<file path="src/rtl/wir_ctrl_p.sv">
// IEEE 1500 wrapper instruction register controller: WIR shift/update, decode, WBY bypass, WSO steering.
// Decode outputs change on the UpdateWR edge itself; WSO and the WBR strobes are combinational.
module wir_ctrl_p #(
  parameter int          WIR_W      = 3,
  parameter int unsigned OP_BYPASS  = 0,
  parameter int unsigned OP_EXTEST  = 1,
  parameter int unsigned OP_INTEST  = 2,
  parameter int unsigned OP_PRELOAD = 3
) (
  input  logic             WRCK,
  input  logic             WRST,
  input  logic             WSI,
  input  logic             SelectWIR,
  input  logic             CaptureWR,
  input  logic             ShiftWR,
  input  logic             UpdateWR,
  input  logic             wbr_so,
  output logic             WSO,
  output logic [WIR_W-1:0] instr,
  output logic             ws_bypass,
  output logic             ws_extest,
  output logic             ws_intest,
  output logic             ws_preload,
  output logic             illegal_op,
  output logic             wbr_capture,
  output logic             wbr_shift,
  output logic             wbr_update,
  output logic             wbr_mode
);

  localparam logic [WIR_W-1:0] OPC_BYP = WIR_W'(OP_BYPASS);
  localparam logic [WIR_W-1:0] OPC_EXT = WIR_W'(OP_EXTEST);
  localparam logic [WIR_W-1:0] OPC_INT = WIR_W'(OP_INTEST);
  localparam logic [WIR_W-1:0] OPC_PRE = WIR_W'(OP_PRELOAD);

  logic [WIR_W-1:0] wir_sr_q, wir_sr_d;
  logic [WIR_W-1:0] instr_q, instr_d;
  logic             byp_q, byp_d;
  logic             ext_q, ext_d;
  logic             int_q, int_d;
  logic             pre_q, pre_d;
  logic             ill_q, ill_d;
  logic             wby_q, wby_d;

  logic hit_byp, hit_ext, hit_int, hit_pre, legal;

  // Decode looks at the pre-edge shift register so Update can share an edge with Capture/Shift.
  assign hit_byp = (wir_sr_q == OPC_BYP);
  assign hit_ext = (wir_sr_q == OPC_EXT);
  assign hit_int = (wir_sr_q == OPC_INT);
  assign hit_pre = (wir_sr_q == OPC_PRE);
  assign legal   = hit_byp | hit_ext | hit_int | hit_pre;

  always_comb begin
    wir_sr_d = wir_sr_q;
    instr_d  = instr_q;
    byp_d    = byp_q;
    ext_d    = ext_q;
    int_d    = int_q;
    pre_d    = pre_q;
    ill_d    = ill_q;
    wby_d    = wby_q;
    if (SelectWIR) begin
      if (CaptureWR) begin
        wir_sr_d = instr_q;
      end else if (ShiftWR) begin
        wir_sr_d = {WSI, wir_sr_q[WIR_W-1:1]};
      end
      if (UpdateWR) begin
        instr_d = legal ? wir_sr_q : OPC_BYP;
        byp_d   = hit_byp | ~legal;
        ext_d   = hit_ext;
        int_d   = hit_int;
        pre_d   = hit_pre;
        ill_d   = ~legal;
      end
    end else if (byp_q) begin
      if (CaptureWR) begin
        wby_d = 1'b0;
      end else if (ShiftWR) begin
        wby_d = WSI;
      end
    end
  end

  always_ff @(posedge WRCK or posedge WRST) begin
    if (WRST) begin
      wir_sr_q <= '0;
      instr_q  <= OPC_BYP;
      byp_q    <= 1'b1;
      ext_q    <= 1'b0;
      int_q    <= 1'b0;
      pre_q    <= 1'b0;
      ill_q    <= 1'b0;
      wby_q    <= 1'b0;
    end else begin
      wir_sr_q <= wir_sr_d;
      instr_q  <= instr_d;
      byp_q    <= byp_d;
      ext_q    <= ext_d;
      int_q    <= int_d;
      pre_q    <= pre_d;
      ill_q    <= ill_d;
      wby_q    <= wby_d;
    end
  end

  assign instr       = instr_q;
  assign ws_bypass   = byp_q;
  assign ws_extest   = ext_q;
  assign ws_intest   = int_q;
  assign ws_preload  = pre_q;
  assign illegal_op  = ill_q;
  assign wbr_mode    = ext_q | int_q;

  // The WBR only sees strobes when it, not WBY, owns the data-register path.
  assign wbr_capture = ~SelectWIR & ~byp_q & CaptureWR;
  assign wbr_shift   = ~SelectWIR & ~byp_q & ShiftWR;
  assign wbr_update  = ~SelectWIR & ~byp_q & UpdateWR;

  assign WSO = SelectWIR ? wir_sr_q[0] : (byp_q ? wby_q : wbr_so);

endmodule

</file>
<file path="config.mk">
export PLATFORM = sky130hd
export DESIGN_NAME = wir_ctrl_p
export DESIGN_NICKNAME = d
export VERILOG_FILES = /design/src/rtl/wir_ctrl_p.sv
export SDC_FILE = /design/constraint.sdc
export NUM_CORES = 1
export LEC_CHECK = 0
export BUFFER_PORTS_ARGS = -buffer_cell sky130_fd_sc_hd__buf_2
export CORE_AREA = 2 2 39 41
export CTS_CLUSTER_SIZE = 24
export DETAILED_ROUTE_END_ITERATION = 6
export DIE_AREA = 0 0 41 43
export GPL_TIMING_DRIVEN = 0
export PLACE_DENSITY = 0.79
export SYNTH_ARGS = -nofsm -noshare
export SYNTH_HDL_FRONTEND = slang
export SYNTH_SLANG_ARGS = --single-unit
</file>
<file path="constraint.sdc">
create_clock -name WRCK -period 1.6 [get_ports WRCK]
set_clock_uncertainty 0.15 [all_clocks]
set_input_delay 0.32 -clock WRCK [delete_from_list [all_inputs] [get_ports WRCK]]
set_output_delay 0.32 -clock WRCK [all_outputs]
set_load 0.05 [all_outputs]
</file>
---- After elaboration in Yosys (flattened, before gate mapping) ----
Index checks and enable logic that the tools add are counted.
storage, ports and cells
  bits of input ports ..................... 8
  bits in read-only memories .............. 0
  RAM bits ................................ 0
  latch bits .............................. 0
  memories ................................ 0
  bits in registers ....................... 12
  word-level logic and storage cells ...... 35
cells by class
  div/mod/pow operators ................... 0
  order comparisons ....................... 0
  eq/ne operators ......................... 3
  bitwise operators ....................... 12
  shifts and indexed selects .............. 0
  multiply operators ...................... 0
  multiplexer cells ....................... 7
  reduce and logical (&&, ||, !) cells .... 5
  $add $sub $neg .......................... 0
operators with widths
  kind                                                 count
  2-to-1 mux 3 bit                                     3
  equality test 3 x 2 -> 1 bit, second input constant  2
  bitwise OR 1 bit                                     5
  AND 1 bit                                            4
  2-to-1 mux 1 bit                                     4
  AND reduction 2 bit                                  2
  equality test 3 x 1 -> 1 bit, second input constant  1
  logical NOT 3 bit                                    1
  inverter 1 bit                                       3
  AND reduction 3 bit                                  1
  nonzero test 2 bit                                   1

---- Logic depth before layout (Yosys ltp) ----
  word-level depth ........................ 6
  mapped depth ............................ 5
  depth with buffers taken out ............ 3

---- Least setup slack after synthesis ----
No wires, ideal clock.
  path kind ............................... reg-to-output
  from .................................... reg byp_q, in the netlist ws_bypass
  to ...................................... out WSO
  arrival time ............................ 1.551 ns
  path slack .............................. -0.421 ns
  stages on the path, launching flop included .. 3
  buffers on the path ..................... 0
  cells stage by stage .................... dfstp_2 -> mux2i_1 -> o21ai_1
between the ends
  word-level cells in the longest chain between the ends .. 2
RTL lines
  item                            RTL line  text
  start: declaration              38        logic byp_q, byp_d;
  start signal: assignment        99        byp_q <= byp_d;
  2-to-1 mux 1 bit (2 in series)  121       assign WSO = SelectWIR ? wir_sr_q[0] : (byp_q ? wby_q : wbr_so);
  end: declaration                18        output logic WSO,
No other way between the ends.

---- Worst setup path in the final report ----
Same ends and word-level chain as after synthesis.

==> impl_metrics.env <==
export IMPL_cts_tree="built"
export IMPL_crit_path_cell_trace="mux2i_1, o21ai_2, buf_6"
export IMPL_hp_class="input pin to register"
export IMPL_antenna_cells=0
export IMPL_wl_um=1228
export IMPL_fin_nets=93
export IMPL_synthFlopType="dfrtp_1"
export IMPL_synth_warnings=0
export IMPL_synth_area_um2=585.6
export IMPL_intPower_mw=0.6306
export IMPL_final_setup_worst_slack_ps=-155.9
export IMPL_antenna_found_initial=0
export IMPL_grt_first_pass_wirelength_um=1938
export IMPL_outcome="complete, but fails checks"
export IMPL_cp_top_family="flip-flops"
export IMPL_wl_met1_um=525
export IMPL_start_kind="register"
export IMPL_htree_levels=1
export IMPL_clk_latency_ps=280
export IMPL_dieArea_mm2=0.001763
export IMPL_num_rows=14
export IMPL_critPathArrivalTime_ps=1290
export IMPL_clk_pin_slew_ps=70
export IMPL_hpwlAfterDp_um=841.9
export IMPL_setup_tns_ps=-394.0
export IMPL_p_seq_share_pct=37.6
export IMPL_hold_viol_final=0
export IMPL_p_switching_mw=0.4048
export IMPL_drive_gt1_share_pct=44.05
export IMPL_routed_via_count=516
export IMPL_synthArstFlopShare_pct=100.0
export IMPL_final_period_utilization_pct=109.7
export IMPL_ys_types=23
export IMPL_viasPerCell=5.160
export IMPL_yosysSeqAreaShare_pct=51.50
export IMPL_end_kind="output port"
export IMPL_maxSlewViolCount=0
export IMPL_holdWs_ps=126.2
export IMPL_place_area_um2=709.4
export IMPL_netlist_instances=56
export IMPL_overflow=0
export IMPL_drtAntennaViolNets=0
export IMPL_fillers=122
export IMPL_fp_dieW_um=41
export IMPL_synth_top_cell_by_area="dfrtp_1"
export IMPL_syn_to_final_growth_pct=39.53
export IMPL_highest_layer="met4"
export IMPL_routed_wl_met3_um=53
export IMPL_pwr_share_comb_pct=38.9
export IMPL_synth_seq_cells=12
export IMPL_yosysTopAreaCellShare_pct=47.01
export IMPL_synth_common_cells="dfrtp_1 (11), inv_1 (5), nor2_1 (5)"
export IMPL_routabilityCongestion=0.7463
export IMPL_p_clk_share_pct=23.5
export IMPL_cp_buffers_inverters=1
export IMPL_cts_root_buf="clkbuf_4"
export IMPL_power_density_mw_per_mm2=1267
export IMPL_drtIter0Drc=6
export IMPL_crit_type="register to output port"
export IMPL_min_period_ps=1756
export IMPL_ys_top_cells_by_area="dfrtp_1 (47%), dfstp_2 (4.5%), a22o_1 (4.5%), buf_6 (3.8%), a21oi_1 (3.4%)"
export IMPL_grt_pass1_vias=495
export IMPL_peakVddDrop_v=0.0006407
export IMPL_final_util_pct=59.04
export IMPL_io_pins=21
export IMPL_die_h_um=43
export IMPL_clockBufferDepth=2
export IMPL_yosysMostFrequentCell="dfrtp_1"
export IMPL_drc=0
export IMPL_grt_max_degree=13
export IMPL_swShare_pct=39.09
export IMPL_start_util_pct=42.31
export IMPL_p_leak_nw=0.4396
export IMPL_cpMaxStageDelayCell="dfstp_2"
export IMPL_max_cap_violations=0
export IMPL_multi_input_area_um2=251.5
export IMPL_synth_area_per_cell_um2=10.46
export IMPL_violations="setup timing"
export IMPL_final_area_um2=817.0
export IMPL_finalSetupViolCount=4
export IMPL_track_usage_pct=15.93
export IMPL_cts_buffers_inserted=3
export IMPL_seqCellArea_um2=301.5
export IMPL_synth_edf_count=0
export IMPL_wl_met2_um=626
export IMPL_port_buffers=19
export IMPL_rsz0062_at_grt="yes"
export IMPL_cts_sinks=12
export IMPL_power_total_mw=1.035
export IMPL_wl_per_cell_um=12.28
export IMPL_drtPass1Iterations=4
export IMPL_slew_headroom_pct=70.08
export IMPL_fmax_ghz=0.5695
export IMPL_crit_fanout=4
export IMPL_crit_required_ps=1130
export IMPL_max_stage_delay_ps=560
export IMPL_worstMarginPinSlew_ps=448.3
export IMPL_synth_nets=64
export IMPL_core_area_mm2=0.001384
[worst reg2reg max path: stages, from the launching register on]
cell      delay, ps
dfstp_2         560
buf_4           110
buf_4           110
nand2b_1         70
o21ai_1         110
o31ai_1          80
[final cells by class]
type                       count  area share (%)
buffer                         2           2.757
clock buffer                   4           4.441
inverter                       5           2.297
multi-input combinational     37           30.78
sequential                    12           36.91
tap                           16           2.450
timing repair buffer          24           20.37
[power groups by stage]
stage / registers (mW) / logic (mW) / clock network (mW)
floorplan: 0.499 / 0.169 / 0
finish: 0.390 / 0.402 / 0.243
CTS: 0.389 / 0.391 / 0.246
detailed placement: 0.399 / 0.347 / 0
global route: 0.396 / 0.427 / 0.259
global placement: 0.398 / 0.341 / 0
[placed cells by master, fill, tap and decap left out, drive strengths merged]
cell	n
a21oi	4
inv	5
clkbuf	4
buf	25
or3b	1
dfrtp	11
nand2	3
nand2b	2
o21a	1
dfstp	1
o22ai	2
nor3	3
a21o	2
o21ai	4
a22o	3
or2	1
mux2i	1
nor2	5
and2	3
o31ai	1
mux2	1
dlygate4sd3	1
[sequential cells by signal, summed over array words and instances (netlist names)]
name	count
ws_preload	1
instr	3
ws_intest	1
illegal_op	1
ws_extest	1
wby_q	1
wir_sr_q	3
ws_bypass	1
[per-stage QoR]
step	std cells	setup WS [ps]
after floorplan	56	-183.7
after global placement	91	74.47
after detailed placement	91	60.54
after CTS	98	-149.7
after global routing	100	-183.3
final	100	-155.9
[cell families (layout without fill, tap and decap cells)]
family / after synthesis / count (layout) / synth area share, %
AND/OR/NAND/NOR: 18 / 18 / 18.59
AO/OA/AOI/OAI: 17 / 17 / 18.59
flip-flops: 12 / 12 / 51.50
buffers and inverters: 7 / 35 / 7.051
multiplexers: 2 / 2 / 4.273
[per-layer routing]
| layer | vias to the layer above | global-route usage, % |
|---|---|---|
| li1 | 252 | - |
| met1 | 241 | 18.37 |
| met2 | 20 | 27.19 |
| met3 | 3 | 1.571 |
| met4 | 0 | 8.000 |
| met5 | - | 0 |
[path summary, 6_finish.rpt]
path	startpoint	end	slack, ps	depth (start not counted)
min in group asynchronous	WRST	illegal_op	440	3
hold / removal	SelectWIR	wir_sr_q[0]	130	2
max in group asynchronous	WRST	ws_bypass	520	3
setup reg to reg	ws_bypass	wby_q	300	5
hold reg to reg	wby_q	wby_q	340	2
setup / recovery	ws_bypass	WSO	-160	3
[what timing repair did]
action | in CTS | in global routing
pin swaps | 1 | 0
endpoints found under the hold margin | 11 | 0
buffers inserted | 2 | 2
hold buffers | 1 | 0
setup endpoints to repair | 5 | 6
resized for setup | 10 | 0
(Power assumes the default switching activity.)
